## src/rtl/axi_wr_burst_sched_if.sv

```systemverilog
// rtl/axi_wr_burst_sched_if.sv - AXI4 write address/response channels of the burst scheduler

interface axi_wr_burst_sched_if #(
    parameter int ADDR_WIDTH = 32
);
    logic [ADDR_WIDTH-1:0] m00_axi_awaddr;
    logic [7:0]            m00_axi_awlen;
    logic [2:0]            m00_axi_awsize;
    logic [1:0]            m00_axi_awburst;
    logic                  m00_axi_awvalid;
    logic                  m00_axi_awready;
    logic [1:0]            m00_axi_bresp;
    logic                  m00_axi_bvalid;
    logic                  m00_axi_bready;

    modport master (
        output m00_axi_awaddr, m00_axi_awlen, m00_axi_awsize, m00_axi_awburst, m00_axi_awvalid,
        input  m00_axi_awready,
        input  m00_axi_bresp, m00_axi_bvalid,
        output m00_axi_bready
    );

    modport slave (
        input  m00_axi_awaddr, m00_axi_awlen, m00_axi_awsize, m00_axi_awburst, m00_axi_awvalid,
        output m00_axi_awready,
        output m00_axi_bresp, m00_axi_bvalid,
        input  m00_axi_bready
    );
endinterface

```

## src/rtl/axi_wr_burst_sched.sv

```systemverilog
// rtl/axi_wr_burst_sched.sv - splits one write command into 4 KB-safe INCR bursts and tracks B responses

module axi_wr_burst_sched #(
    parameter int C_AXI_ADDR_WIDTH  = 32,
    parameter int C_AXI_DATA_WIDTH  = 32,
    parameter int C_AXI_BURST_LEN   = 16,
    parameter int C_MAX_OUTSTANDING = 4
) (
    input  logic                        m00_axi_aclk,
    input  logic                        m00_axi_aresetn,
    input  logic                        cmd_valid,
    output logic                        cmd_ready,
    input  logic [C_AXI_ADDR_WIDTH-1:0] cmd_addr,
    input  logic [15:0]                 cmd_beats,
    output logic                        busy,
    output logic                        done,
    output logic                        err,
    output logic                        bst_issue,
    output logic [7:0]                  bst_len,
    axi_wr_burst_sched_if.master        m00_axi
);
    localparam int                        BYTES     = C_AXI_DATA_WIDTH / 8;
    localparam int                        SZ        = $clog2(BYTES);
    localparam logic [C_AXI_ADDR_WIDTH-1:0] ADDR_MASK = ~C_AXI_ADDR_WIDTH'(BYTES - 1);
    localparam logic [16:0]               BURST_MAX = 17'(C_AXI_BURST_LEN);
    localparam logic [3:0]                OUT_MAX   = 4'(C_MAX_OUTSTANDING);

    typedef enum logic [2:0] {S_IDLE, S_CALC, S_ADDR, S_WAIT_B, S_DONE} state_t;

    state_t                      state, state_nxt;
    logic [C_AXI_ADDR_WIDTH-1:0] addr_q;
    logic [15:0]                 remaining;
    logic [C_AXI_ADDR_WIDTH-1:0] awaddr_q;
    logic [7:0]                  awlen_q;
    logic [8:0]                  beats_q;
    logic [3:0]                  outstanding, outstanding_nxt;
    logic                        err_q;
    logic                        live_q;

    logic        accept, aw_hs, b_hs, b_bad;
    logic [12:0] page_room, page_beats;
    logic [16:0] beats_calc;
    logic [C_AXI_ADDR_WIDTH-1:0] step;

    assign accept = cmd_valid && cmd_ready;
    assign aw_hs  = (state == S_ADDR) && m00_axi.m00_axi_awready;
    assign b_hs   = m00_axi.m00_axi_bvalid && live_q;
    assign b_bad  = b_hs && ((m00_axi.m00_axi_bresp != 2'b00) || (outstanding == 4'd0));
    assign step   = {{(C_AXI_ADDR_WIDTH-9){1'b0}}, beats_q} << SZ;

    // Burst size is the smallest of what is left, the configured cap and the room to the page end.
    always_comb begin
        page_room  = 13'd4096 - {1'b0, addr_q[11:0]};
        page_beats = page_room >> SZ;
        beats_calc = {1'b0, remaining};
        if (BURST_MAX < beats_calc) beats_calc = BURST_MAX;
        if ({4'd0, page_beats} < beats_calc) beats_calc = {4'd0, page_beats};
    end

    always_comb begin
        outstanding_nxt = outstanding;
        case ({aw_hs, b_hs})
            2'b10:   outstanding_nxt = outstanding + 4'd1;
            2'b01:   outstanding_nxt = (outstanding == 4'd0) ? 4'd0 : outstanding - 4'd1;
            default: outstanding_nxt = outstanding;
        endcase
    end

    always_comb begin
        state_nxt = state;
        case (state)
            S_IDLE:   if (accept) state_nxt = (cmd_beats == 16'd0) ? S_DONE : S_CALC;
            S_CALC:   if (outstanding < OUT_MAX) state_nxt = S_ADDR;
            S_ADDR:   if (aw_hs) state_nxt = (remaining != {7'd0, beats_q}) ? S_CALC : S_WAIT_B;
            // Looking at the next count lets done follow the final B by one cycle.
            S_WAIT_B: if (outstanding_nxt == 4'd0) state_nxt = S_DONE;
            S_DONE:   state_nxt = S_IDLE;
            default:  state_nxt = S_IDLE;
        endcase
    end

    always_ff @(posedge m00_axi_aclk or negedge m00_axi_aresetn) begin
        if (!m00_axi_aresetn) begin
            state       <= S_IDLE;
            addr_q      <= '0;
            remaining   <= '0;
            awaddr_q    <= '0;
            awlen_q     <= '0;
            beats_q     <= '0;
            outstanding <= '0;
            err_q       <= 1'b0;
            live_q      <= 1'b0;
        end else begin
            state       <= state_nxt;
            outstanding <= outstanding_nxt;
            live_q      <= 1'b1;
            if (accept) begin
                addr_q    <= cmd_addr & ADDR_MASK;
                remaining <= cmd_beats;
            end else if (aw_hs) begin
                addr_q    <= addr_q + step;
                remaining <= remaining - {7'd0, beats_q};
            end
            if (state == S_CALC) begin
                awaddr_q <= addr_q;
                awlen_q  <= 8'(beats_calc - 17'd1);
                beats_q  <= beats_calc[8:0];
            end
            if (b_bad)
                err_q <= 1'b1;
            else if (accept)
                err_q <= 1'b0;
        end
    end

    // live_q keeps the handshake outputs low while reset is held.
    assign cmd_ready = (state == S_IDLE) && live_q;
    assign busy      = (state == S_CALC) || (state == S_ADDR) || (state == S_WAIT_B);
    assign done      = (state == S_DONE);
    assign err       = err_q;
    assign bst_issue = aw_hs;
    assign bst_len   = awlen_q;

    assign m00_axi.m00_axi_awaddr  = awaddr_q;
    assign m00_axi.m00_axi_awlen   = awlen_q;
    assign m00_axi.m00_axi_awsize  = 3'(SZ);
    assign m00_axi.m00_axi_awburst = 2'b01;
    assign m00_axi.m00_axi_awvalid = (state == S_ADDR);
    assign m00_axi.m00_axi_bready  = live_q;
endmodule

```

## src/flat_wrapper.sv

```systemverilog
// flat-port wrapper written by rule: the top's interface ports become plain ports
module axi_wr_burst_sched_flat 
#(
    parameter int C_AXI_ADDR_WIDTH  = 32,
    parameter int C_AXI_DATA_WIDTH  = 32,
    parameter int C_AXI_BURST_LEN   = 16,
    parameter int C_MAX_OUTSTANDING = 4
)
  (m00_axi_aclk, m00_axi_aresetn, cmd_valid, cmd_ready, cmd_addr, cmd_beats, busy, done, err, bst_issue, bst_len, m00_axi_m00_axi_awaddr, m00_axi_m00_axi_awlen, m00_axi_m00_axi_awsize, m00_axi_m00_axi_awburst, m00_axi_m00_axi_awvalid, m00_axi_m00_axi_awready, m00_axi_m00_axi_bresp, m00_axi_m00_axi_bvalid, m00_axi_m00_axi_bready);
  axi_wr_burst_sched_if #(.ADDR_WIDTH((32))) m00_axi_i ();
  input  logic m00_axi_aclk;
  input  logic m00_axi_aresetn;
  input  logic cmd_valid;
  output logic cmd_ready;
  input  logic [C_AXI_ADDR_WIDTH-1:0] cmd_addr;
  input  logic [15:0] cmd_beats;
  output logic busy;
  output logic done;
  output logic err;
  output logic bst_issue;
  output logic [7:0] bst_len;
  output wire logic [$bits(m00_axi_i.m00_axi_awaddr)-1:0] m00_axi_m00_axi_awaddr;
  output wire logic [$bits(m00_axi_i.m00_axi_awlen)-1:0] m00_axi_m00_axi_awlen;
  output wire logic [$bits(m00_axi_i.m00_axi_awsize)-1:0] m00_axi_m00_axi_awsize;
  output wire logic [$bits(m00_axi_i.m00_axi_awburst)-1:0] m00_axi_m00_axi_awburst;
  output wire logic [$bits(m00_axi_i.m00_axi_awvalid)-1:0] m00_axi_m00_axi_awvalid;
  input wire logic [$bits(m00_axi_i.m00_axi_awready)-1:0] m00_axi_m00_axi_awready;
  input wire logic [$bits(m00_axi_i.m00_axi_bresp)-1:0] m00_axi_m00_axi_bresp;
  input wire logic [$bits(m00_axi_i.m00_axi_bvalid)-1:0] m00_axi_m00_axi_bvalid;
  output wire logic [$bits(m00_axi_i.m00_axi_bready)-1:0] m00_axi_m00_axi_bready;
  assign m00_axi_m00_axi_awaddr = m00_axi_i.m00_axi_awaddr;
  assign m00_axi_m00_axi_awlen = m00_axi_i.m00_axi_awlen;
  assign m00_axi_m00_axi_awsize = m00_axi_i.m00_axi_awsize;
  assign m00_axi_m00_axi_awburst = m00_axi_i.m00_axi_awburst;
  assign m00_axi_m00_axi_awvalid = m00_axi_i.m00_axi_awvalid;
  assign m00_axi_i.m00_axi_awready = m00_axi_m00_axi_awready;
  assign m00_axi_i.m00_axi_bresp = m00_axi_m00_axi_bresp;
  assign m00_axi_i.m00_axi_bvalid = m00_axi_m00_axi_bvalid;
  assign m00_axi_m00_axi_bready = m00_axi_i.m00_axi_bready;
  axi_wr_burst_sched #(.C_AXI_ADDR_WIDTH(C_AXI_ADDR_WIDTH), .C_AXI_DATA_WIDTH(C_AXI_DATA_WIDTH), .C_AXI_BURST_LEN(C_AXI_BURST_LEN), .C_MAX_OUTSTANDING(C_MAX_OUTSTANDING)) u_core (.m00_axi_aclk(m00_axi_aclk), .m00_axi_aresetn(m00_axi_aresetn), .cmd_valid(cmd_valid), .cmd_ready(cmd_ready), .cmd_addr(cmd_addr), .cmd_beats(cmd_beats), .busy(busy), .done(done), .err(err), .bst_issue(bst_issue), .bst_len(bst_len), .m00_axi(m00_axi_i));
endmodule
```

## config.mk

```make
export PLATFORM = sky130hd
export DESIGN_NAME = axi_wr_burst_sched_flat
export DESIGN_NICKNAME = d
export VERILOG_FILES = /design/src/rtl/axi_wr_burst_sched_if.sv /design/src/rtl/axi_wr_burst_sched.sv /design/src/flat_wrapper.sv
export SDC_FILE = /design/constraint.sdc
export NUM_CORES = 1
export LEC_CHECK = 0
export BUFFER_PORTS_ARGS = -buffer_cell sky130_fd_sc_hd__clkbuf_2
export CAP_MARGIN = 30
export CELL_PAD_IN_SITES_DETAIL_PLACEMENT = 1
export CELL_PAD_IN_SITES_GLOBAL_PLACEMENT = 1
export CORE_ASPECT_RATIO = 0.9
export CORE_MARGIN = 2
export CORE_UTILIZATION = 41
export CTS_BUF_LIST = sky130_fd_sc_hd__clkbuf_8
export CTS_CLUSTER_SIZE = 25
export DETAILED_ROUTE_END_ITERATION = 16
export PLACE_DENSITY = 0.79
export SLEW_MARGIN = 0
export SYNTH_ARGS = -nofsm -noshare
export SYNTH_HDL_FRONTEND = slang
export SYNTH_SLANG_ARGS = --single-unit
```

## constraint.sdc

```tcl
create_clock -name m00_axi_aclk -period 7.8 [get_ports m00_axi_aclk]
set_input_delay 0.39 -clock m00_axi_aclk [delete_from_list [all_inputs] [get_ports m00_axi_aclk]]
set_output_delay 0.39 -clock m00_axi_aclk [all_outputs]
set_load 0.03 [all_outputs]
```

==> results of run 1 <==
stage by stage:
step	worst slack, ns	util [%]	std cells	power (uW)	hold WS [ns]
floorplan	4.264	-	746	2527	0.09441
detailed placement	3.680	46.10	1017	3095	0.3136
global route	3.388	47.40	1034	3736	0.1852
global placement	3.791	45.84	1015	2977	0.3072
finish	3.644	47.40	1034	3440	0.1853
CTS	3.642	47.40	1034	3452	0.1732
layout by cell type, fill, tap and decap left out, drive strengths merged, types with 7 or more instances in the layout:
master,instances
nor2b,8
dfrtp,102
conb,14
ha,35
nor4,12
xnor2,19
a22oi,9
o211ai,10
nor2,35
nand3,23
a21oi,25
nand2,156
xor2,9
a211oi,8
inv,35
nor3,23
o21ai,62
nand4,7
buf,9
or2,8
clkbuf,113
critical path: stages, from the launching register on:
cell and delay (ns):
dfrtp_1 0.44, nor3_2 0.36, nand2_4 0.13, nor3_2 0.54
nand2_1 0.16, ha_1 0.25, nor2_1 0.08, or4b_4 0.48
o211ai_4 0.22, nand3_4 0.17, or4_4 0.52, a211oi_2 0.30
xor2_1 0.25, o21ai_1 0.10
power by group:
group	switching [uW]	total [uW]	internal, uW	leakage (uW)
clock network	216	339	124	0.0000914
registers	275	1050	775	0.00128
logic	1300	2050	748	0.00202
total	1790	3440	1650	0.00338
kinds of logic (layout without fill, tap and decap cells):
kind of cell,count (synthesis),after routing
xor+xnor,28,28
flops,102,102
compound gates,177,177
mux,3,3
simple gates,308,308
other cells,2,14
buf+inv,77,163
fa+ha+maj,37,37
repair_timing:
action | CTS | global route
hold buffers | 1 | 0
endpoints found under the setup margin | 0 | 0
endpoints found under the hold margin | 26 | 0
setup buffers | 0 | 0
registers in the layout, summed over array words and instances (netlist names):
register                       flops
u_core.beats_q                     9
u_core.addr_q                     30
u_core.outstanding                 4
u_core.m00_axi.m00_axi_awaddr     30
u_core.bst_len                     8
u_core.m00_axi.m00_axi_bready      1
u_core.state                       3
u_core.remaining                  16
u_core.err                         1
path summary, 6_finish.rpt:
kind                                                    from                                end  slack, ns  cells after the start
max in group asynchronous                    m00_axi_aresetn                u_core.remaining[4]       6.34                      4
min reg2reg                u_core.m00_axi.m00_axi_awaddr[18]  u_core.m00_axi.m00_axi_awaddr[18]       0.49                      2
max reg2reg                             u_core.remaining[11]                  u_core.bst_len[7]       3.64                     13
min                                             cmd_addr[14]                  u_core.addr_q[14]       0.19                      3
max                                     u_core.remaining[11]                  u_core.bst_len[7]       3.64                     13
min in group asynchronous                    m00_axi_aresetn  u_core.m00_axi.m00_axi_awaddr[15]       0.42                      2
per-layer routing:
| metal | track usage, % | vias to the layer above | wire length (um) |
|---|---|---|---|
| li1 | - | 2760 | - |
| met1 | 32.70 | 2885 | 8931 |
| met2 | 38.42 | 139 | 8953 |
| met3 | 4.337 | 25 | 762 |
| met4 | 5.990 | 0 | 311 |
| met5 | 0 | - | 0 |
cell type report:
class | instances | area, sq um
fill | 1873 | 8065
multi-input combinational | 567 | 3527
sequential | 102 | 2552
timing repair buffer | 114 | 621.8
tap | 202 | 252.7
clock buffer | 9 | 123.9
inverter | 33 | 123.9
clock inverter | 7 | 66.31
==> impl_results.md, run 1 <==
* Outcome: finished clean
* Mux share of post-synthesis cell area at less than 1%
* Post-Layout Inst Area at approximately 7300 sq um
* PwrDens at 473.3 nW/um^2
* Area growth from synthesis to layout at 13.66%
* Layout Nets at 919
* Die Span X at 135.6 um
* HP Class: in -> reg
* Ys Warns at 0
* Top FF cell, synth: dfrtp_1
* Total CTS buffers at 9
* Post-layout min period at 4.156 ns
* Commonest cells post-synth: nand2_1 (154), dfrtp_1 (102), o21ai_0 (38), ha_1 (35), nor2_1 (34)
* RSZ-0062 raised after global routing: false
* Detailed-placement wirelength estimate at about 14,000 um
* Compound-gate portion of the synthesized area at 18.67%
* Leading area contributor after synthesis: dfrtp_1
* Starting density of the core at 41.71%
* Worst Path Max Fanout at 9
* Slew Limit Fails at 0
* Skew-Pair Late Insertion Delay at 0.40 ns
* TNS Setup at 0 ns
* VDD IR-drop max at 0.0001976 V
* Register bit count reported by yosys at ~100
* Residual DRC at 0
* 1st-iter DRT viols at 315
* Most common cell in the synthesized netlist: nand2_1
* Top-Level Pins at 115
* Global placer's final weighted congestion at 0.9037
* Fraction of registers with async set or reset after synthesis at 100.0%
* Chip Height at approximately 120 um
* Slew Limit Headroom at 41.79%
* XOR/XNOR Fraction of Synth Area at 4.128%
* Vias in the first global route at 5,948
* Share of cells above drive strength 1 at about a fifth
* PostCTS Resize Cnt at 0
* Post-synthesis cell area at 6395 sq um
* Routed vias/inst at between 5 and 6
* Clk sinks at between 100 and 150
* Tightest Pin Transition at approximately 0.87 ns
* Yosys top cell area share at between 30% and 40%
* Vias at 5,809
* Mean Syn Cell Area at between 8 and 9 sq um
* First-pass GRT wire length at between 30,000 and 40,000 um
* Setup crit start kind: flop
* Synth unique cells at 84
* Drt first pass iters at 4
* Cells after Synth at ~730
* CTS Root Cell: clkbuf_8
* Setup Viol. Count Final at 0
* Leakage at 0.003383 uW
* N_diodes at 0
* Std-Cell Rows at 43
* Core box area at between 15,000 and 20,000 sq um
* Critical Path AT at 4.42 ns
* Die area at 16,610 sq um
* Main combinational cell family by area after synthesis: simple AND/OR/NAND/NOR gates
* Total Wirelength at roughly 19,000 um
* Total GRT Usage at between 20% and 30%
* H-tree level count at 3
* Total grt overflow at 0
* Worst path required time at 8.06 ns
* Register area share after synthesis at 39.91%
* Post-synthesis adder-cell area fraction at 7.474%
* CTS tree: yes
* Post-DR wirelength/cell at ~18 um
* Dominant cells by area after synthesis: dfrtp_1 (40%), nand2_1 (9.0%), ha_1 (6.8%), o21ai_0 (3.0%), xnor2_1 (2.5%)
* Max Root-Sink Buffers at 2
* Post-synthesis simple-gate area fraction at 23.48%
* Placed instance area at 7068 sq um
* CP endpoint kind: flop
* Worst setup path category: reg -> reg
* Final Hold Fails at 0
* Remaining antenna violation count at 0
* Post-synth EDFFs at 0
* PortBufs at between 100 and 150
* Post-route clock skew at approximately 0.014 ns
* Initial antenna violation count at 0
* F_max at 240.6 MHz
* Max_cap viols at 0
* Period utilization at approximately 53%
* Worst-path clk slew at 0.11 ns
* Largest net degree at the start of global routing at 56
No activity file was read; power rests on OpenSTA's default activity.
==> run 2, diff against run 1 <==
- clock period: 7.8 -> 3.9 ns (I/O delays scaled with it)
==> impl_results.md, run 2 (synthesized netlist as in run 1, its figures left out) <==
* Post-DR wirelength/cell at roughly 19 um
* Placed instance area at 7143 sq um
* Total GRT Usage at 24.13%
* Tightest Pin Transition at about 0.81 ns
* Chip Height at between 100 and 150 um
* Top-Level Pins at 115
* Total grt overflow at 0
* Max Root-Sink Buffers at 2
* Share of cells above drive strength 1 at between 20% and 30%
* Total CTS buffers at 9
* Routed vias/inst at around 5.6
* Die area at 16,610 sq um
* Layout Nets at 936
* First-pass GRT wire length at 31,290 um
* Starting density of the core at 41.71%
* CTS tree: yes
* Die Span X at 135.6 um
* Final Hold Fails at 0
* Worst Path Max Fanout at 12
* Slew Limit Headroom at 45.86%
* Max_cap viols at 0
* Final cell utilization of the core at about half
* F_max at between 200 and 300 MHz
* CP endpoint kind: flop
* CTS Root Cell: clkbuf_8
* Remaining antenna violation count at 0
* Fillers at 1,892
* Post-route clock skew at 0.01626 ns
* Worst-path cell with the longest stage delay: or4_4
* Period utilization at a little over nine tenths
* Leakage at 0.003477 uW
* Vias in the first global route at 5,930
* PwrDens at about 940 nW/um^2
* Vias at 5,915
* H-tree level count at 3
* Worst path required time at 4.17 ns
* Post-Layout Inst Area at about 7400 sq um
* 1st-iter DRT viols at 340
* Largest net degree at the start of global routing at 55
* Flop2flop setup slack at 0.18 ns
* Slew Limit Fails at 0
* Post-layout min period at 3.723 ns
* Setup Viol. Count Final at 0
* Residual DRC at 0
* Worst setup path category: reg -> reg
* HP Class: in -> reg
* Clk sinks at 102
* Global placer's final weighted congestion at about 0.86
* Most common cell after layout, fill and taps aside: nand2_1
* TNS Setup at 0 ns
* Initial antenna violation count at 0
* Total Wirelength at 19,680 um
* Outcome: finished clean
* Tot Pwr at 7028 uW
* Core box area at 15,330 sq um
* CP Cell Sequence: or4_4, nor3_2, nand2_1, ha_1, nor2_1, or4b_4, o211ai_4, and3_4, nor2_1, a21oi_1, ha_1, o21ai_1, xnor2_1, o21ai_1
* Area growth from synthesis to layout at 16.32%
* CP max stage delay at 0.58 ns
* PortBufs at 105
* DP Cell Count at 1,027
* Skew-Pair Late Insertion Delay at 0.41 ns
* Highest-count cells in the layout ignoring fill and taps: nand2_1 (154), clkbuf_2 (104), dfrtp_1 (102)
* Std-Cell Rows at 43
* VDD IR-drop max at ~0.00041 V
* Drt first pass iters at 5
* Final Non-Filler Cells at 1,051
* Critical Path AT at 3.99 ns
* Setup crit start kind: flop
* Worst-path clk slew at 0.12 ns
* Detailed-placement wirelength estimate at 14,810 um
* N_diodes at 0
[run 2: final timing paths]
kind / from / endpoint / cells past startpoint
hold reg to reg: u_core.m00_axi.m00_axi_awaddr[6] / u_core.m00_axi.m00_axi_awaddr[6] / 2
min in group asynchronous: m00_axi_aresetn / u_core.m00_axi.m00_axi_awaddr[19] / 2
max in group asynchronous: m00_axi_aresetn / u_core.remaining[1] / 3
setup reg to reg: u_core.remaining[5] / u_core.bst_len[4] / 14
setup / recovery: u_core.remaining[5] / u_core.bst_len[4] / 14
hold / removal: cmd_addr[30] / u_core.addr_q[30] / 3
[run 2: stage by stage]
stage / hold WS (ns) / worst slack [ns]
after floorplan: -0.1006 / 0.3637
after global placement: 0.4005 / 0.2513
after detailed placement: 0.1277 / 0.04545
after CTS: 0.003872 / 0.01187
after global routing: 0.01375 / -0.008820
final: 0.01607 / 0.1768
[run 2: where the power goes]
| part | total (uW) | internal [uW] | switching, uW |
|---|---|---|---|
| logic | 4260 | 1570 | 2690 |
| clock network | 686 | 247 | 439 |
| registers | 2080 | 1550 | 533 |
| total | 7030 | 3360 | 3660 |
[run 2: cell type report]
type	count	area, sq um	share of cell area [%]
timing repair buffer	131	762.0	10.24
tap	202	252.7	3.398
multi-input combinational	567	3560	47.86
clock buffer	9	123.9	1.665
inverter	33	123.9	1.665
clock inverter	7	63.81	0.8579
sequential	102	2552	34.31
[run 2: layer usage]
layer  vias to the layer above  track usage, %  wire length [um]
met5                         -               0                 0
met4                         0           5.990               317
met3                        25           3.676               830
met2                       163           40.28              9280
met1                      2945           33.03              9248
li1                       2782               -                 -
[run 2: worst max-delay path: cells and delay by family (launching register included)]
family | cells | cell delay, ns
AO/OA/AOI/OAI | 4 | 0.60
XOR/XNOR | 1 | 0.18
flip-flops | 1 | 0.43
adder cells (fa/ha/maj) | 2 | 0.55
AND/OR/NAND/NOR | 7 | 1.82
[run 2: repair_timing]
item                                    4_1_cts  5_1_grt
resized for setup                             0        5
endpoints found under the setup margin        0        2
endpoints found under the hold margin        29        0
buffers inserted                              0        2
hold buffers                                  6        0
